## config.mk

```make
export PLATFORM = sky130hd
export DESIGN_NAME = enc_layer_seq_flat
export DESIGN_NICKNAME = d
export VERILOG_FILES = /design/src/rtl/enc_layer_seq_if.sv /design/src/rtl/enc_layer_seq.sv /design/src/flat_wrapper.sv
export SDC_FILE = /design/constraint.sdc
export NUM_CORES = 1
export LEC_CHECK = 0
export CORE_ASPECT_RATIO = 0.6
export CORE_MARGIN = 2
export CORE_UTILIZATION = 46
export DETAILED_ROUTE_END_ITERATION = 10
export GPL_TIMING_DRIVEN = 0
export MAX_ROUTING_LAYER = met4
export PLACE_DENSITY = 0.92
export SLEW_MARGIN = 20
export SYNTH_ARGS = -nofsm -noshare
export SYNTH_HDL_FRONTEND = slang
export SYNTH_SLANG_ARGS = --single-unit
```

## constraint.sdc

```tcl
create_clock -name clk_i -period 3.6 [get_ports clk_i]
set_input_delay 0.54 -clock clk_i [delete_from_list [all_inputs] [get_ports clk_i]]
set_output_delay 0.54 -clock clk_i [all_outputs]
set_load 0.05 [all_outputs]
```

## src/rtl/enc_layer_seq_if.sv

```systemverilog
// Bundle of the three channels around enc_layer_seq:
//   upstream   : in_valid / in_ready / in_x       (vector in, valid/ready)
//   engine     : eng_start / eng_row / eng_x      (sequencer -> dot-product engine)
//                eng_done / eng_y                 (engine -> sequencer)
//   downstream : out_valid / out_ready / out_y    (packed layer result, valid/ready)
// slave  : the sequencer's view.
// master : the environment's view (upstream source, engine, downstream sink).
interface enc_layer_seq_if #(
  parameter int BITSIZE = 16,
  parameter int N_IN    = 6,
  parameter int N_OUT   = 4
);
  localparam int RW = (N_OUT > 1) ? $clog2(N_OUT) : 1;

  logic                      in_valid;
  logic                      in_ready;
  logic [BITSIZE*N_IN-1:0]   in_x;
  logic                      eng_start;
  logic [RW-1:0]             eng_row;
  logic [BITSIZE*N_IN-1:0]   eng_x;
  logic                      eng_done;
  logic [BITSIZE-1:0]        eng_y;
  logic                      out_valid;
  logic                      out_ready;
  logic [BITSIZE*N_OUT-1:0]  out_y;

  modport slave (
    input  in_valid, in_x, eng_done, eng_y, out_ready,
    output in_ready, eng_start, eng_row, eng_x, out_valid, out_y
  );

  modport master (
    output in_valid, in_x, eng_done, eng_y, out_ready,
    input  in_ready, eng_start, eng_row, eng_x, out_valid, out_y
  );
endinterface

```

## src/rtl/enc_layer_seq.sv

```systemverilog
// Encoder layer sequencer: shares one single-row dot-product engine across
// the N_OUT rows of a layer. A captured input vector is held on the engine
// for the whole layer, one start is issued per row, results are gathered
// into a packed vector and offered downstream.
// Ports:
//   clk_i    : clock, rising edge
//   reset_i  : synchronous, active-high reset
//   bus      : enc_layer_seq_if.slave (upstream, engine and downstream channels)
//   busy_o   : high whenever the sequencer is not idle
//   err_o    : sticky engine-timeout flag, cleared by the next accepted vector
//
// state  | meaning
// IDLE   | waiting for an input vector (in_ready=1)
// ISSUE  | one-cycle engine start for the current row
// WAIT   | waiting for eng_done, timeout counter running
// OUT    | layer result presented until out_ready
module enc_layer_seq #(
  parameter int BITSIZE = 16,
  parameter int N_IN    = 6,
  parameter int N_OUT   = 4,
  parameter int TIMEOUT = 64
) (
  input  logic              clk_i,
  input  logic              reset_i,
  enc_layer_seq_if.slave    bus,
  output logic              busy_o,
  output logic              err_o
);
  localparam int RW = (N_OUT > 1) ? $clog2(N_OUT) : 1;
  localparam int TW = (TIMEOUT > 1) ? $clog2(TIMEOUT) : 1;
  localparam int XW = BITSIZE * N_IN;
  localparam int YW = BITSIZE * N_OUT;

  typedef enum logic [1:0] {
    S_IDLE  = 2'd0,
    S_ISSUE = 2'd1,
    S_WAIT  = 2'd2,
    S_OUT   = 2'd3
  } state_e;

  state_e         state_q, state_d;
  logic [RW-1:0]  row_q, row_d;
  logic [TW-1:0]  tmo_q, tmo_d;
  logic [XW-1:0]  x_q, x_d;
  logic [YW-1:0]  res_q, res_d;
  logic           err_q, err_d;

  logic           last_row;
  logic           tmo_tc;
  logic           in_ready;
  logic           eng_start;
  logic           out_valid;
  logic           busy;

  assign last_row = (row_q == RW'(N_OUT - 1));
  // Down-counter loaded in ISSUE; reaching zero marks the TIMEOUT-th WAIT cycle.
  assign tmo_tc   = (tmo_q == '0);

  always_ff @(posedge clk_i) begin
    if (reset_i) begin
      state_q <= S_IDLE;
      row_q   <= '0;
      tmo_q   <= '0;
      x_q     <= '0;
      res_q   <= '0;
      err_q   <= 1'b0;
    end else begin
      state_q <= state_d;
      row_q   <= row_d;
      tmo_q   <= tmo_d;
      x_q     <= x_d;
      res_q   <= res_d;
      err_q   <= err_d;
    end
  end

  always_comb begin
    state_d = state_q;
    row_d   = row_q;
    tmo_d   = tmo_q;
    x_d     = x_q;
    res_d   = res_q;
    err_d   = err_q;
    case (state_q)
      S_IDLE: begin
        if (bus.in_valid) begin
          x_d     = bus.in_x;
          row_d   = '0;
          err_d   = 1'b0;
          state_d = S_ISSUE;
        end
      end
      S_ISSUE: begin
        tmo_d   = TW'(TIMEOUT - 1);
        state_d = S_WAIT;
      end
      S_WAIT: begin
        // eng_done is checked first so it wins over a same-cycle timeout.
        if (bus.eng_done) begin
          res_d[BITSIZE*int'(row_q) +: BITSIZE] = bus.eng_y;
          if (last_row) begin
            state_d = S_OUT;
          end else begin
            row_d   = row_q + RW'(1);
            state_d = S_ISSUE;
          end
        end else if (tmo_tc) begin
          err_d   = 1'b1;
          res_d   = '0;
          state_d = S_IDLE;
        end else begin
          tmo_d = tmo_q - TW'(1);
        end
      end
      S_OUT: begin
        if (bus.out_ready) begin
          state_d = S_IDLE;
        end
      end
      default: state_d = S_IDLE;
    endcase
  end

  always_comb begin
    in_ready  = (state_q == S_IDLE);
    eng_start = (state_q == S_ISSUE);
    out_valid = (state_q == S_OUT);
    busy      = (state_q != S_IDLE);
  end

  assign bus.in_ready  = in_ready;
  assign bus.eng_start = eng_start;
  assign bus.eng_row   = row_q;
  assign bus.eng_x     = x_q;
  assign bus.out_valid = out_valid;
  assign bus.out_y     = res_q;
  assign busy_o        = busy;
  assign err_o         = err_q;
endmodule

```

## src/flat_wrapper.sv

```systemverilog
// flat-port wrapper written by rule: the top's interface ports become plain ports
module enc_layer_seq_flat 
#(
  parameter int BITSIZE = 16,
  parameter int N_IN    = 6,
  parameter int N_OUT   = 4,
  parameter int TIMEOUT = 64
)
  (clk_i, reset_i, busy_o, err_o, bus_in_valid, bus_in_x, bus_eng_done, bus_eng_y, bus_out_ready, bus_in_ready, bus_eng_start, bus_eng_row, bus_eng_x, bus_out_valid, bus_out_y);
  enc_layer_seq_if #(.BITSIZE(BITSIZE), .N_IN(N_IN), .N_OUT(N_OUT)) bus_i ();
  input  logic clk_i;
  input  logic reset_i;
  output logic busy_o;
  output logic err_o;
  input wire logic [$bits(bus_i.in_valid)-1:0] bus_in_valid;
  input wire logic [$bits(bus_i.in_x)-1:0] bus_in_x;
  input wire logic [$bits(bus_i.eng_done)-1:0] bus_eng_done;
  input wire logic [$bits(bus_i.eng_y)-1:0] bus_eng_y;
  input wire logic [$bits(bus_i.out_ready)-1:0] bus_out_ready;
  output wire logic [$bits(bus_i.in_ready)-1:0] bus_in_ready;
  output wire logic [$bits(bus_i.eng_start)-1:0] bus_eng_start;
  output wire logic [$bits(bus_i.eng_row)-1:0] bus_eng_row;
  output wire logic [$bits(bus_i.eng_x)-1:0] bus_eng_x;
  output wire logic [$bits(bus_i.out_valid)-1:0] bus_out_valid;
  output wire logic [$bits(bus_i.out_y)-1:0] bus_out_y;
  assign bus_i.in_valid = bus_in_valid;
  assign bus_i.in_x = bus_in_x;
  assign bus_i.eng_done = bus_eng_done;
  assign bus_i.eng_y = bus_eng_y;
  assign bus_i.out_ready = bus_out_ready;
  assign bus_in_ready = bus_i.in_ready;
  assign bus_eng_start = bus_i.eng_start;
  assign bus_eng_row = bus_i.eng_row;
  assign bus_eng_x = bus_i.eng_x;
  assign bus_out_valid = bus_i.out_valid;
  assign bus_out_y = bus_i.out_y;
  enc_layer_seq #(.BITSIZE(BITSIZE), .N_IN(N_IN), .N_OUT(N_OUT), .TIMEOUT(TIMEOUT)) u_core (.clk_i(clk_i), .reset_i(reset_i), .bus(bus_i), .busy_o(busy_o), .err_o(err_o));
endmodule
```

; Yosys cells after proc, flatten, opt, wreduce, memory -nomap -nowiden
; Cells that the tools add are included.
[classes]
addsub = 3
mul = 0
div_mod_pow = 0
n_lt_le_gt_ge = 0
eq_ne = 12
n_shift = 2
n_mux = 20
bitwise = 0
reduce_logical = 12
[op_table]
columns = cell, count
row1 = two-way mux 64 bit, 2
row2 = bitwise mux 64 bit, 1
row3 = "variable shift 16 x 33 -> 64 bit, first input constant", 1
row4 = variable part select 16 x 33 -> 64 bit, 1
row5 = negation 6 -> 33 bit, 1
row6 = two-way mux 2 bit, 8
row7 = two-way mux 6 bit, 2
row8 = "inequality test 2 bit, second input constant", 6
row9 = case mux 6 bit (2 select lines), 1
row10 = case mux 2 bit (4 select lines), 1
row11 = AND reduction 4 bit, 2
row12 = nonzero test 2 bit, 4
row13 = "== test 2 bit, second input constant", 3
row14 = logical NOT 6 bit, 1
row15 = AND reduction 3 bit, 2
row16 = "subtractor 6 x 1 -> 6 bit, second input constant", 1
row17 = case mux 2 bit (2 select lines), 1
row18 = AND reduction 2 bit, 2
row19 = two-way mux 1 bit, 3
row20 = "inequality test 3 x 2 -> 1 bit, second input constant", 1
row21 = "adder 2 x 1 -> 2 bit, second input constant", 1
row22 = "== test 2 x 1 -> 1 bit, second input constant", 1
row23 = logical NOT 2 bit, 1
row24 = "inequality test 2 x 1 -> 1 bit, second input constant", 1
row25 = case mux 1 bit (2 select lines), 1
[word_totals]
reg_bits = 171
latchBits = 0
ram_bits = 0
mem_bits_ro = 0
in_bits = 117
out_inout_bits = 167
word_cells = 55
n_memories = 0

; Depth between registers and ports, before layout
; Gate-level depths: netlist of run 1.
[depth]
ltp_word = 4
depth_mapped = 7
ltp_nobuf = 5

; Worst setup path before layout of run 1
; OpenSTA, ideal clock, no wires.
[synth_path]
path_kind = register to register
start = register u_core.row_q[0], in the netlist u_core.bus.eng_row[0]
end = register u_core.res_q[53], in the netlist u_core.bus.out_y[53]
setup_ns = 0.072
t_arrival_ns = 2.113
required_time_ns = 3.528
slack_ns = 1.415
stages_incl_launch_ff = 8
path_buffers = 2
synth_period_minus_slack_ns = 2.185
cell_sequence = dfxtp_1 inv_1 ha_1 nor2b_1 clkbuf_1 clkbuf_1 nand3_1 mux2i_1
[synth_via]
elab_chain_cells = 4
word_cells_on_any_way = 5
classes_between = 1 x add/sub / 2 x shift / 2 x mux
[synth_lines]
columns = element, line
row1 = "start, declared", enc_layer_seq.sv:42  ; logic [RW-1:0] row_q, row_d;
row2 = "start signal, assigned", enc_layer_seq.sv:69  ; row_q <= row_d;
row3 = negation 6 -> 33 bit *, enc_layer_seq.sv:100  ; res_d[BITSIZE*int'(row_q) +: BITSIZE] = bus.eng_y;
row4 = variable part select 16 x 33 -> 64 bit or variable shift 16 x 33 -> 64 bit (tied branches), enc_layer_seq.sv:100
row5 = bitwise mux 64 bit *, enc_layer_seq.sv:100
row6 = two-way mux 64 bit *, enc_layer_seq.sv:99  ; if (bus.eng_done) begin
row7 = "end signal, assigned", enc_layer_seq.sv:72  ; res_q <= res_d;
row8 = "end, declared", enc_layer_seq.sv:45  ; logic [YW-1:0] res_q, res_d;
; Every way passes the cells marked *; elsewhere a longest branch is shown, timed or not.
; A chain may end at the register's enable or synchronous reset.

; Final worst setup path of run 1
[layout_path]
start = register u_core.state_q[0]
end = output bus_eng_start
[layout_via]
elab_chain_cells = 1
[layout_lines]
columns = element, line
row1 = "start, declared", enc_layer_seq.sv:41  ; state_e state_q, state_d;
row2 = "start signal, assigned", enc_layer_seq.sv:68  ; state_q <= state_d;
row3 = == test 2 x 1 -> 1 bit, enc_layer_seq.sv:126  ; eng_start = (state_q == S_ISSUE);
row4 = "end, declared", flat_wrapper.sv:21  ; output wire logic [$bits(bus_i.eng_start)-1:0] bus_eng_start;
; No other way between the ends.

==> results of run 1 <==
## worst paths after layout
kind | slack, ns | startpoint | cells past startpoint | end
setup / recovery | 0.57 | u_core.state_q[0] | 5 | bus_eng_start
hold / removal | 0.45 | u_core.bus.eng_x[72] | 2 | u_core.bus.eng_x[72]
setup reg to reg | 1.30 | u_core.bus.eng_row[0] | 7 | u_core.bus.out_y[60]
hold reg to reg | 0.45 | u_core.bus.eng_x[72] | 2 | u_core.bus.eng_x[72]
## cell usage in the layout (no fill, tap or decap), types with 3 or more instances in the layout
cell and count:
sky130_fd_sc_hd__clkdlybuf4s50_1 283, sky130_fd_sc_hd__nand2_1 248, sky130_fd_sc_hd__dfxtp_1 171, sky130_fd_sc_hd__a21oi_1 118
sky130_fd_sc_hd__clkbuf_1 56, sky130_fd_sc_hd__nand3_1 55, sky130_fd_sc_hd__mux2i_1 48, sky130_fd_sc_hd__nor2b_1 20
sky130_fd_sc_hd__o211ai_1 17, sky130_fd_sc_hd__clkbuf_16 17, sky130_fd_sc_hd__nand4_1 14, sky130_fd_sc_hd__inv_1 9
sky130_fd_sc_hd__buf_2 9, sky130_fd_sc_hd__nor2_1 6, sky130_fd_sc_hd__ha_1 6, sky130_fd_sc_hd__a31oi_1 4
sky130_fd_sc_hd__clkinv_4 4, sky130_fd_sc_hd__and2_1 3, sky130_fd_sc_hd__nand2b_1 3, sky130_fd_sc_hd__o22ai_4 3
sky130_fd_sc_hd__buf_12 3, sky130_fd_sc_hd__inv_8 3
## state kept, by name, summed over array words and instances, names as in the netlist
signal,cells
u_core.err_o,1
u_core.state_q,2
u_core.tmo_q,6
u_core.bus.eng_row,2
u_core.bus.eng_x,96
u_core.bus.out_y,64
## layout make-up
type	instances	area, µm²
Fill cell	1131	4015
Sequential cell	171	3423
Tap cell	198	247.7
Clock inverter	12	131.4
Clock buffer	20	456.7
Buffer	70	330.3
Multi-Input combinational cell	573	3078
Inverter	9	33.78
Timing Repair Buffer	283	2833
## tightest hold or removal path: cells and delay by family (launching register included)
kind / cells / cell delay [ns]
flip-flops: 1 / 0.31
AND/OR/NAND/NOR: 1 / 0.05
AO/OA/AOI/OAI: 1 / 0.05
## where the power goes
| part | internal, mW | switching (mW) |
|---|---|---|
| combinational | 0.369 | 0.634 |
| clock | 1.01 | 0.825 |
| sequential | 1.98 | 0.0551 |
## routing by layer
metal	track usage, %	share of wire, %	vias to the layer above
li1	-	-	3377
met1	37.62	44	3419
met2	47.37	45	354
met3	8.333	9.0	45
met4	8.918	2.4	0
met5	-	0	-
## cell families (layout without fill, tap and decap cells)
kind of cell	after synthesis	after routing	synth area share, %
compound gates	151	151	12.72
fa+ha+maj	6	6	1.093
buf+inv	79	394	5.303
flops	171	171	49.86
mux	49	49	7.162
simple gates	367	367	23.86
==> metrics.txt, run 1 <==
number of placed cells counting well taps 1304; clock transition at the register clock pins on the worst setup and hold paths after CTS 0.06 ns; reported leakage power 3.636 nW; Place WS 0.7384 ns; Power Total 4.877 mW; Min Hold Slack 0.4522 ns; sequential share of the synthesized area 49.86%; initial drt markers 495; count of flip-flops with a built-in enable after synthesis 0; most common library cells after synthesis sky130_fd_sc_hd__nand2_1 (248), sky130_fd_sc_hd__dfxtp_1 (171), sky130_fd_sc_hd__a21oi_1 (118); detailed placement HPWL 18210 µm; flop and latch count out of synthesis 171; area added between synthesis and finish 53.44%; final setup violation count 0; Congestion Overflow GR 0; remaining antenna violation count 0; mean post-synth cell area 8.342 µm²; class of the most critical hold timing path register to register; delay-heaviest family, CP buffers and inverters; number of nets in the final layout 1248; starting density of the core 47.19%; Inserted Clock Buffers 17; largest fanout on the critical path 10; biggest area consumer among synthesized cells sky130_fd_sc_hd__dfxtp_1; Yosys top cell area share 49.86%; TritonCTS clock tree done; setup ws final 0.5747 ns; worst-case clock buffer depth 2; warnings from Yosys 0; worst slew slack as a fraction of its limit 28.47%; clock latency on the worst-skew pair 0.42 ns; Ports 284; power density over the cells 463.0 nW/µm²; count of mapped cells out of synthesis 823; Post-CTS Resized 0; slowest cell delay on critical path 0.83 ns; vias in the first global route 7033; GP Congestion 0.9464; Vias 7195; Core Rows 34; Startpoint Class register; total track usage 29.93%; Max-Cap Viols 0; detailed-route DRC error count 0; achievable frequency 330.5 MHz; via count normalized by instance count 5.385; most used flip-flop cell after synthesis sky130_fd_sc_hd__dfxtp_1; main area contributors after synthesis sky130_fd_sc_hd__dfxtp_1 (50%), sky130_fd_sc_hd__nand2_1 (14%), sky130_fd_sc_hd__a21oi_1 (8.6%); CTS sink cnt 171; antenna violations before repair 0; total wire length after detailed routing 23770 µm; number of buffer and inverter instances along the worst setup path 4; die extent in x 161.7 µm; die area 15950 µm²; unrepaired setup endpoints after global routing false; final hold violation count 0; chain of cells forming the critical path buf_2, clkbuf_1, nand2b_1, inv_1, clkdlybuf4s50_1; summed negative setup slack over all endpoints 0 ns; H-tree Lvls 4; root buf cell sky130_fd_sc_hd__clkbuf_16; net count of the mapped netlist 946; number of standard cells in the layout, taps in and fillers out 1336; Tcrit/Tclk final 84.04%; cell area after placement 9946 µm²; Max Slew Vio Count 0; final routed wire length divided by cell count 17.79 µm; Antenna Diode Count 0; area of the core 14550 µm²; number of buffers inserted to repair setup after CTS 0; Util after Layout 72.40%; crit end category primary output; most frequent cell after synthesis sky130_fd_sc_hd__nand2_1; Setup CP Type register to primary output; wire length of the first global-routing pass 36310 µm; run status complete, no violations; hold bufs inserted after CTS 0; peak supply drop 0.2646 mV; Max stage delay cell, worst path sky130_fd_sc_hd__clkdlybuf4s50_1; # port buffers 283; Worst EP arrival 2.49 ns; fraction of synthesis flops using an asynchronous set or reset pin 0%; die height 98.63 µm; WP data required 3.06 ns; synth unique cells 43; first-pass detailed-route iteration total 8; measured slew at the worst slew-check pin 1.071 ns; Final Cell Area 10530 µm²; final worst path period need 3.025 ns; post-synthesis instance area 6865 µm²; proportion of layout cells with a drive suffix above 1 4.833%; Clock Skews 0.01420 ns; pin count of the biggest net entering global routing 17
Power figures use the tool's default switching activity.
==> run 2: changes to the inputs <==
--- a/config.mk
+++ b/config.mk
@@ -7,11 +7,11 @@
 export LEC_CHECK = 0
 export CORE_ASPECT_RATIO = 0.6
 export CORE_MARGIN = 2
-export CORE_UTILIZATION = 46
+export CORE_UTILIZATION = 43
 export DETAILED_ROUTE_END_ITERATION = 10
 export GPL_TIMING_DRIVEN = 0
 export MAX_ROUTING_LAYER = met4
-export PLACE_DENSITY = 0.92
+export PLACE_DENSITY = 0.87
 export SLEW_MARGIN = 20
 export SYNTH_ARGS = -nofsm -noshare
 export SYNTH_HDL_FRONTEND = slang
==> constraint.sdc (replaced) <==
create_clock -name clk_i -period 2.8 [get_ports clk_i]
set_input_delay 0.42 -clock clk_i [delete_from_list [all_inputs] [get_ports clk_i]]
set_output_delay 0.42 -clock clk_i [all_outputs]
set_load 0.05 [all_outputs]
==> run 2 against run 1 <==
Sequential power rose by 29%. Clock skew rose by 0.0028 ns. Critical endpoint unchanged. Sequential share of layout area rose by 0.074 points. Clock power rose by 22%. Combinational power rose by 28%. Cell count rose by 0.30%. Critical path type unchanged. Hold slack barely moved. Wire length fell by 3.3%. Via count fell by 2.1%. Critical path depth did not move. Utilization fell by 4.4 points. Register-to-register slack got worse by 0.83 ns.
==> metrics.txt, run 2 (synthesis results as in run 1) <==
Ports 284 (unchanged); Max Slew Vio Count 0 (unchanged); Congestion Overflow GR 0 (unchanged); commonest non-fill, non-tap cells in the layout sky130_fd_sc_hd__clkdlybuf4s50_1 (279), sky130_fd_sc_hd__nand2_1 (248), sky130_fd_sc_hd__dfxtp_1 (171); setup ws final 0.1463 ns (-0.4284 ns); starting density of the core 44.41% (-2.8 points); via count normalized by instance count 5.259 (-2.3%); final hold violation count 0 (unchanged); Filler Cell Count 1237 (+9.4%); pin count of the biggest net entering global routing 17 (unchanged); final setup violation count 0 (unchanged); first-pass detailed-route iteration total 8 (unchanged); part of the power in combinational logic 20.8% (+0.2 points); Tcrit/Tclk final 94.77%; switching component of the power 1.930 mW (+28%); reported leakage power 3.655 nW (+0.52%); antenna violations before repair 0 (unchanged); power density over the cells 583.4 nW/µm² (+26%); class of the most critical hold timing path register to register; cell depth of the worst min-delay path 2 (unchanged); vias in the first global route 6521 (-7.3%); cell area after placement 9952 µm² (about the same); run status complete, no violations; die extent in x 167.1 µm (+3.3%); worst-case clock buffer depth 2 (unchanged); Final Cell Area 10510 µm² (-0.23%); final routed wire length divided by cell count 17.16 µm (-3.6%); total track usage 27.17% (-2.8 points); WP data required 2.38 ns (-0.68 ns); number of standard cells in the layout, taps in and fillers out 1340 (+0.30%); achievable frequency 376.8 MHz; total wire length after detailed routing 22990 µm (-3.3%); crit end category primary output; area of all sequential standard cells 3423 µm² (unchanged); H-tree Lvls 4 (unchanged); unrepaired setup endpoints after global routing false; Clock Skews 0.01705 ns (+0.002847 ns); Util after Layout 67.99% (-4.4 points); initial drt markers 497 (+0.40%); final worst path period need 2.654 ns; wire length of the first global-routing pass 34950 µm (-3.7%); Startpoint Class register; number of buffers inserted to repair setup after CTS 0 (unchanged); measured slew at the worst slew-check pin 0.9830 ns (-0.08766 ns); internal power 4.202 mW (+25%); # port buffers 283 (unchanged); Setup CP Type register to primary output; Core Rows 35 (+2.9%); Switching Fraction 31.47% (+0.44 points); multi-input logic area 3078 µm² (unchanged); remaining antenna violation count 0 (unchanged); largest fanout on the critical path 10 (unchanged); cell depth of the worst flop-to-flop path 7 (unchanged); detailed-route DRC error count 0 (unchanged); Antenna Diode Count 0 (unchanged); most common cell after layout, fill and taps aside sky130_fd_sc_hd__clkdlybuf4s50_1; die height 101.9 µm (+3.3%); area of the core 15460 µm² (+6.3%); die area 17030 µm² (+6.7%); TritonCTS clock tree done; GP Congestion 0.9432 (-0.34%); number of placed cells counting well taps 1309 (+0.38%); sequential share of power 42.6% (+0.9 points); Vias 7047 (-2.1%); Min Hold Slack 0.4523 ns (+0.0001910 ns); clock transition at the register clock pins on the worst setup and hold paths after CTS 0.07 ns (about the same); peak supply drop 0.3220 mV (+22%); root buf cell sky130_fd_sc_hd__clkbuf_16; Power Total 6.132 mW (+26%); proportion of layout cells with a drive suffix above 1 4.749% (-0.084 points); CTS sink cnt 171 (unchanged); number of nets in the final layout 1248 (unchanged); detailed placement HPWL 17560 µm (-3.6%); clock network fraction of design power 36.5% (-1.2 points); number of flip-flops under the largest register name 96 (unchanged); Place WS 0.005448 ns (-0.7329 ns); area added between synthesis and finish 53.09%; Max-Cap Viols 0 (unchanged); Worst EP arrival 2.23 ns (-0.26 ns); clock latency on the worst-skew pair 0.43 ns (about the same); worst slew slack as a fraction of its limit 34.32% (+5.9 points); summed negative setup slack over all endpoints 0 ns (unchanged); Inserted Clock Buffers 17 (unchanged)
-- run 2: cell count changes in the layout (fill, tap and decap cells not counted), sizes merged --
cell / change
bufinv: -1
clkbuf: -1
clkdlybuf4s50: -4
clkinvlp: +1
dlygate4sd2: +1
dlymetal6s2s: +3
-- run 2: final cells by class --
| type | count | share of cell area (%) |
|---|---|---|
| flip-flops and latches | 171 | 32.57 |
| multi-input cells | 573 | 29.29 |
| repair buffers | 283 | 27.01 |
| clock buffers | 19 | 4.214 |
| plain buffers | 70 | 3.143 |
| well taps | 203 | 2.417 |
| clock inverters | 12 | 1.036 |
| inverters | 9 | 0.3214 |
-- run 2: path summary, 6_finish.rpt --
check / from / end / slack, ns
hold reg to reg: u_core.bus.eng_x[12] / u_core.bus.eng_x[12] / 0.45
setup / recovery: u_core.state_q[0] / bus_eng_start / 0.15
hold / removal: u_core.bus.eng_x[12] / u_core.bus.eng_x[12] / 0.45
setup reg to reg: u_core.bus.eng_row[0] / u_core.bus.out_y[36] / 0.47
-- run 2: per-layer routing --
metal | wire length (µm) | global-route usage, % | vias to the layer above | share of wire, %
li1 | - | - | 3378 | -
met3 | 2052 | 7.204 | 28 | 8.9
met5 | 0 | - | - | 0
met2 | 10410 | 41.88 | 320 | 45
met4 | 320 | 6.167 | 0 | 1.4
met1 | 10210 | 36.03 | 3321 | 44
-- run 2: power groups by stage --
stage / Sequential (mW) / Clock [mW] / Combinational (mW)
finish: 2.61 / 2.24 / 1.28
global route: 2.63 / 2.37 / 1.35
CTS: 2.61 / 2.26 / 1.28
detailed placement: 2.67 / 0 / 1.27
global placement: 2.66 / 0 / 1.26
floorplan: 3.01 / 0 / 0.406
-- run 2: critical path, cell delays in order, from the launching register on --
cell	delay, ns
sky130_fd_sc_hd__dfxtp_1	0.31
sky130_fd_sc_hd__buf_2	0.19
sky130_fd_sc_hd__clkbuf_1	0.38
sky130_fd_sc_hd__nand2b_1	0.25
sky130_fd_sc_hd__inv_1	0.13
sky130_fd_sc_hd__dlygate4sd2_1	0.56
-- run 2: repair_timing --
action,in CTS,in global routing
hold endpoints to repair,0,0
pin swaps,0,0
hold buffers,0,0
endpoints found under the setup margin,1,3
resized for setup,1,3
==> run 3: changes to the inputs <==
--- a/config.mk
+++ b/config.mk
@@ -7,11 +7,12 @@
 export LEC_CHECK = 0
 export CORE_ASPECT_RATIO = 0.6
 export CORE_MARGIN = 2
-export CORE_UTILIZATION = 43
+export CORE_UTILIZATION = 29
 export DETAILED_ROUTE_END_ITERATION = 10
+export GPL_ROUTABILITY_DRIVEN = 1
 export GPL_TIMING_DRIVEN = 0
 export MAX_ROUTING_LAYER = met4
-export PLACE_DENSITY = 0.87
+export PLACE_DENSITY = 0.65
 export SLEW_MARGIN = 20
 export SYNTH_ARGS = -nofsm -noshare
 export SYNTH_HDL_FRONTEND = slang
==> run 3 against run 2 <==
Power rose by 3.5%. First-iteration DRC count decreased by 13%. Design area grew 1.9%. Cell count up 8.4%. Non-clock buffer count is the same. Sequential power barely moved. Flip-flop and latch count is the same. Clock-buffer cell count down 2. Clock skew down 0.0015 ns. Utilization shrank 22 points. Die area is 47% higher. Critical path depth unchanged.
==> metrics.txt, run 3 (synthesis results as in run 1) <==
run status complete, no violations; chain of cells forming the critical path buf_2, clkbuf_1, nand2b_1, inv_1, clkdlybuf4s15_1; clock latency on the worst-skew pair 0.45 ns (+0.02 ns); delay-heaviest family, CP buffers and inverters; number of buffer and inverter instances along the worst setup path 4 (unchanged); first-pass detailed-route iteration total 5 (-3); antenna violations before repair 0 (unchanged); reported leakage power 3.681 nW (+0.72%); worst slew slack as a fraction of its limit 51.88% (+18 points); remaining antenna violation count 0 (unchanged); Worst EP arrival 2.22 ns (about the same); # port buffers 283 (unchanged); Power Total 6.344 mW (+3.5%); detailed placement HPWL 18780 µm (+6.9%); number of placed cells counting well taps 1421 (+8.6%); cell depth of the worst flop-to-flop path 7 (unchanged); via count normalized by instance count 4.747 (-9.7%); number of standard cells in the layout, taps in and fillers out 1453 (+8.4%); Min Hold Slack 0.4539 ns (+0.001577 ns); area added between synthesis and finish 55.95%; Vias 6897 (-2.1%); die height 123.2 µm (+21%); total track usage 20.32% (-6.8 points); detailed-route DRC error count 0 (unchanged); H-tree Lvls 4 (unchanged); TritonCTS clock tree done; peak supply drop 0.4070 mV (+26%); Congestion Overflow GR 0 (unchanged); R2R Setup Slk 0.49 ns (+0.02 ns); clock transition at the register clock pins on the worst setup and hold paths after CTS 0.07 ns (about the same); crit end category primary output; starting density of the core 29.61% (-15 points); CTS sink cnt 171 (unchanged); unrepaired setup endpoints after global routing false; worst-case clock buffer depth 2 (unchanged); die extent in x 202.6 µm (+21%); area of the core 23190 µm² (+50%); pin count of the biggest net entering global routing 19 (+2); Max stage delay cell, worst path sky130_fd_sc_hd__clkdlybuf4s15_1; slowest cell delay on critical path 0.52 ns (-0.04 ns); Core Rows 43 (+23%); commonest non-fill, non-tap cells in the layout sky130_fd_sc_hd__clkdlybuf4s50_1 (279), sky130_fd_sc_hd__nand2_1 (248), sky130_fd_sc_hd__dfxtp_1 (171); wire length of the first global-routing pass 37350 µm (+6.9%); number of flip-flops under the largest register name 96 (unchanged); power density over the cells 592.5 nW/µm² (+1.6%); Ports 284 (unchanged); Clock Skews 0.01557 ns (-0.001484 ns); vias in the first global route 6814 (+4.5%); reg-to-reg startpoint u_core.bus.eng_row[0]; proportion of layout cells with a drive suffix above 1 5.009% (+0.26 points); initial drt markers 430 (-13%); class of the most critical hold timing path register to register; Antenna Diode Count 0 (unchanged); most common cell after layout, fill and taps aside sky130_fd_sc_hd__clkdlybuf4s50_1; CP Launch Point u_core.state_q[0]; final setup violation count 0 (unchanged); die area 24960 µm² (+47%); summed negative setup slack over all endpoints 0 ns (unchanged); Startpoint Class register; Max Slew Vio Count 0 (unchanged); capture point of the worst path bus_eng_start; Max-Cap Viols 0 (unchanged); root buf cell sky130_fd_sc_hd__clkbuf_16; final hold violation count 0 (unchanged); achievable frequency 379.2 MHz (+0.62%); FF-to-FF End u_core.bus.out_y[16]; Setup CP Type register to primary output; measured slew at the worst slew-check pin 0.7217 ns (-0.2613 ns); total wire length after detailed routing 24420 µm (+6.2%); largest fanout on the critical path 10 (unchanged); final routed wire length divided by cell count 16.81 µm (-2.0%); final worst path period need 2.637 ns (-0.01636 ns); Tcrit/Tclk final 94.19% (-0.58 points); depth of the critical timing path with buffers and inverters included 5 (unchanged); GP Congestion 0.8575 (-9.1%); number of nets in the final layout 1248 (unchanged); Inserted Clock Buffers 17 (unchanged); WP data required 2.38 ns (about the same); Util after Layout 46.17% (-22 points)
run 3: changes by cell type in the layout (fill, tap and decap cells not counted), sizes merged:
cell           previous run  this run
bufinv                    0         1
clkbuf                   74        72
clkdlybuf4s15             0         1
clkinv                    4         2
dlygate4sd2               1         0
inv                      14        18
run 3: report_power, final:
part	internal [mW]	switching [mW]	leakage, nW
clock	1.28	1.17	0.288
combinational	0.473	0.808	2.00
sequential	2.54	0.0677	1.39
run 3: layout make-up:
class / instances / area [µm²]
flip-flops and latches: 171 / 3423
multi-input cells: 573 / 3083
fillers: 2295 / 12480
well taps: 315 / 394.1
repair buffers: 283 / 2840
inverters: 9 / 33.78
clock buffers: 17 / 425.4
plain buffers: 70 / 330.3
clock inverters: 15 / 176.4
run 3: worst reg2reg max path, delay by kind of cell (launching register included):
family	cells	cell delay, ns
and+or+nand+nor	2	0.32
muxes	1	0.16
adders and majority gates	1	0.38
buffers and inverters	3	0.88
DFF	1	0.50
run 3: repair_timing:
item,4_1_cts,5_1_grt
gates resized for setup,1,4
setup endpoints to repair,1,4
hold buffers,0,0
setup buffers,0,0
run 3: how the worst min path moves through the flow:
stage / slack [ns] / start / endpoint / cells after the start
detailed placement: 0.45 / u_core.bus.eng_x[94] / u_core.bus.eng_x[94] / 2
floorplan: 0.47 / u_core.tmo_q[0] / u_core.tmo_q[0] / 1
CTS: 0.45 / u_core.bus.eng_x[94] / u_core.bus.eng_x[94] / 2
global placement: 0.44 / u_core.bus.eng_x[83] / u_core.bus.eng_x[83] / 2
finish: 0.45 / u_core.bus.eng_x[94] / u_core.bus.eng_x[94] / 2
global route: 0.47 / u_core.bus.eng_x[48] / u_core.bus.eng_x[48] / 2
run 3: through the flow:
stage	cell area [µm²]	setup WS (ns)
finish	10710	0.1627
global route	10710	0.007357
CTS	10700	0.005559
detailed placement	10100	-0.1680
global placement	10090	-0.2226
floorplan	6865	0.6155
run 3: routing by layer:
metal | track usage, % | up-vias | wire length (µm)
li1 | - | 3386 | -
met2 | 29.45 | 257 | 10180
met1 | 26.75 | 3231 | 11790
met4 | 5.520 | 0 | 315
met3 | 7.248 | 23 | 2140
met5 | - | - | 0
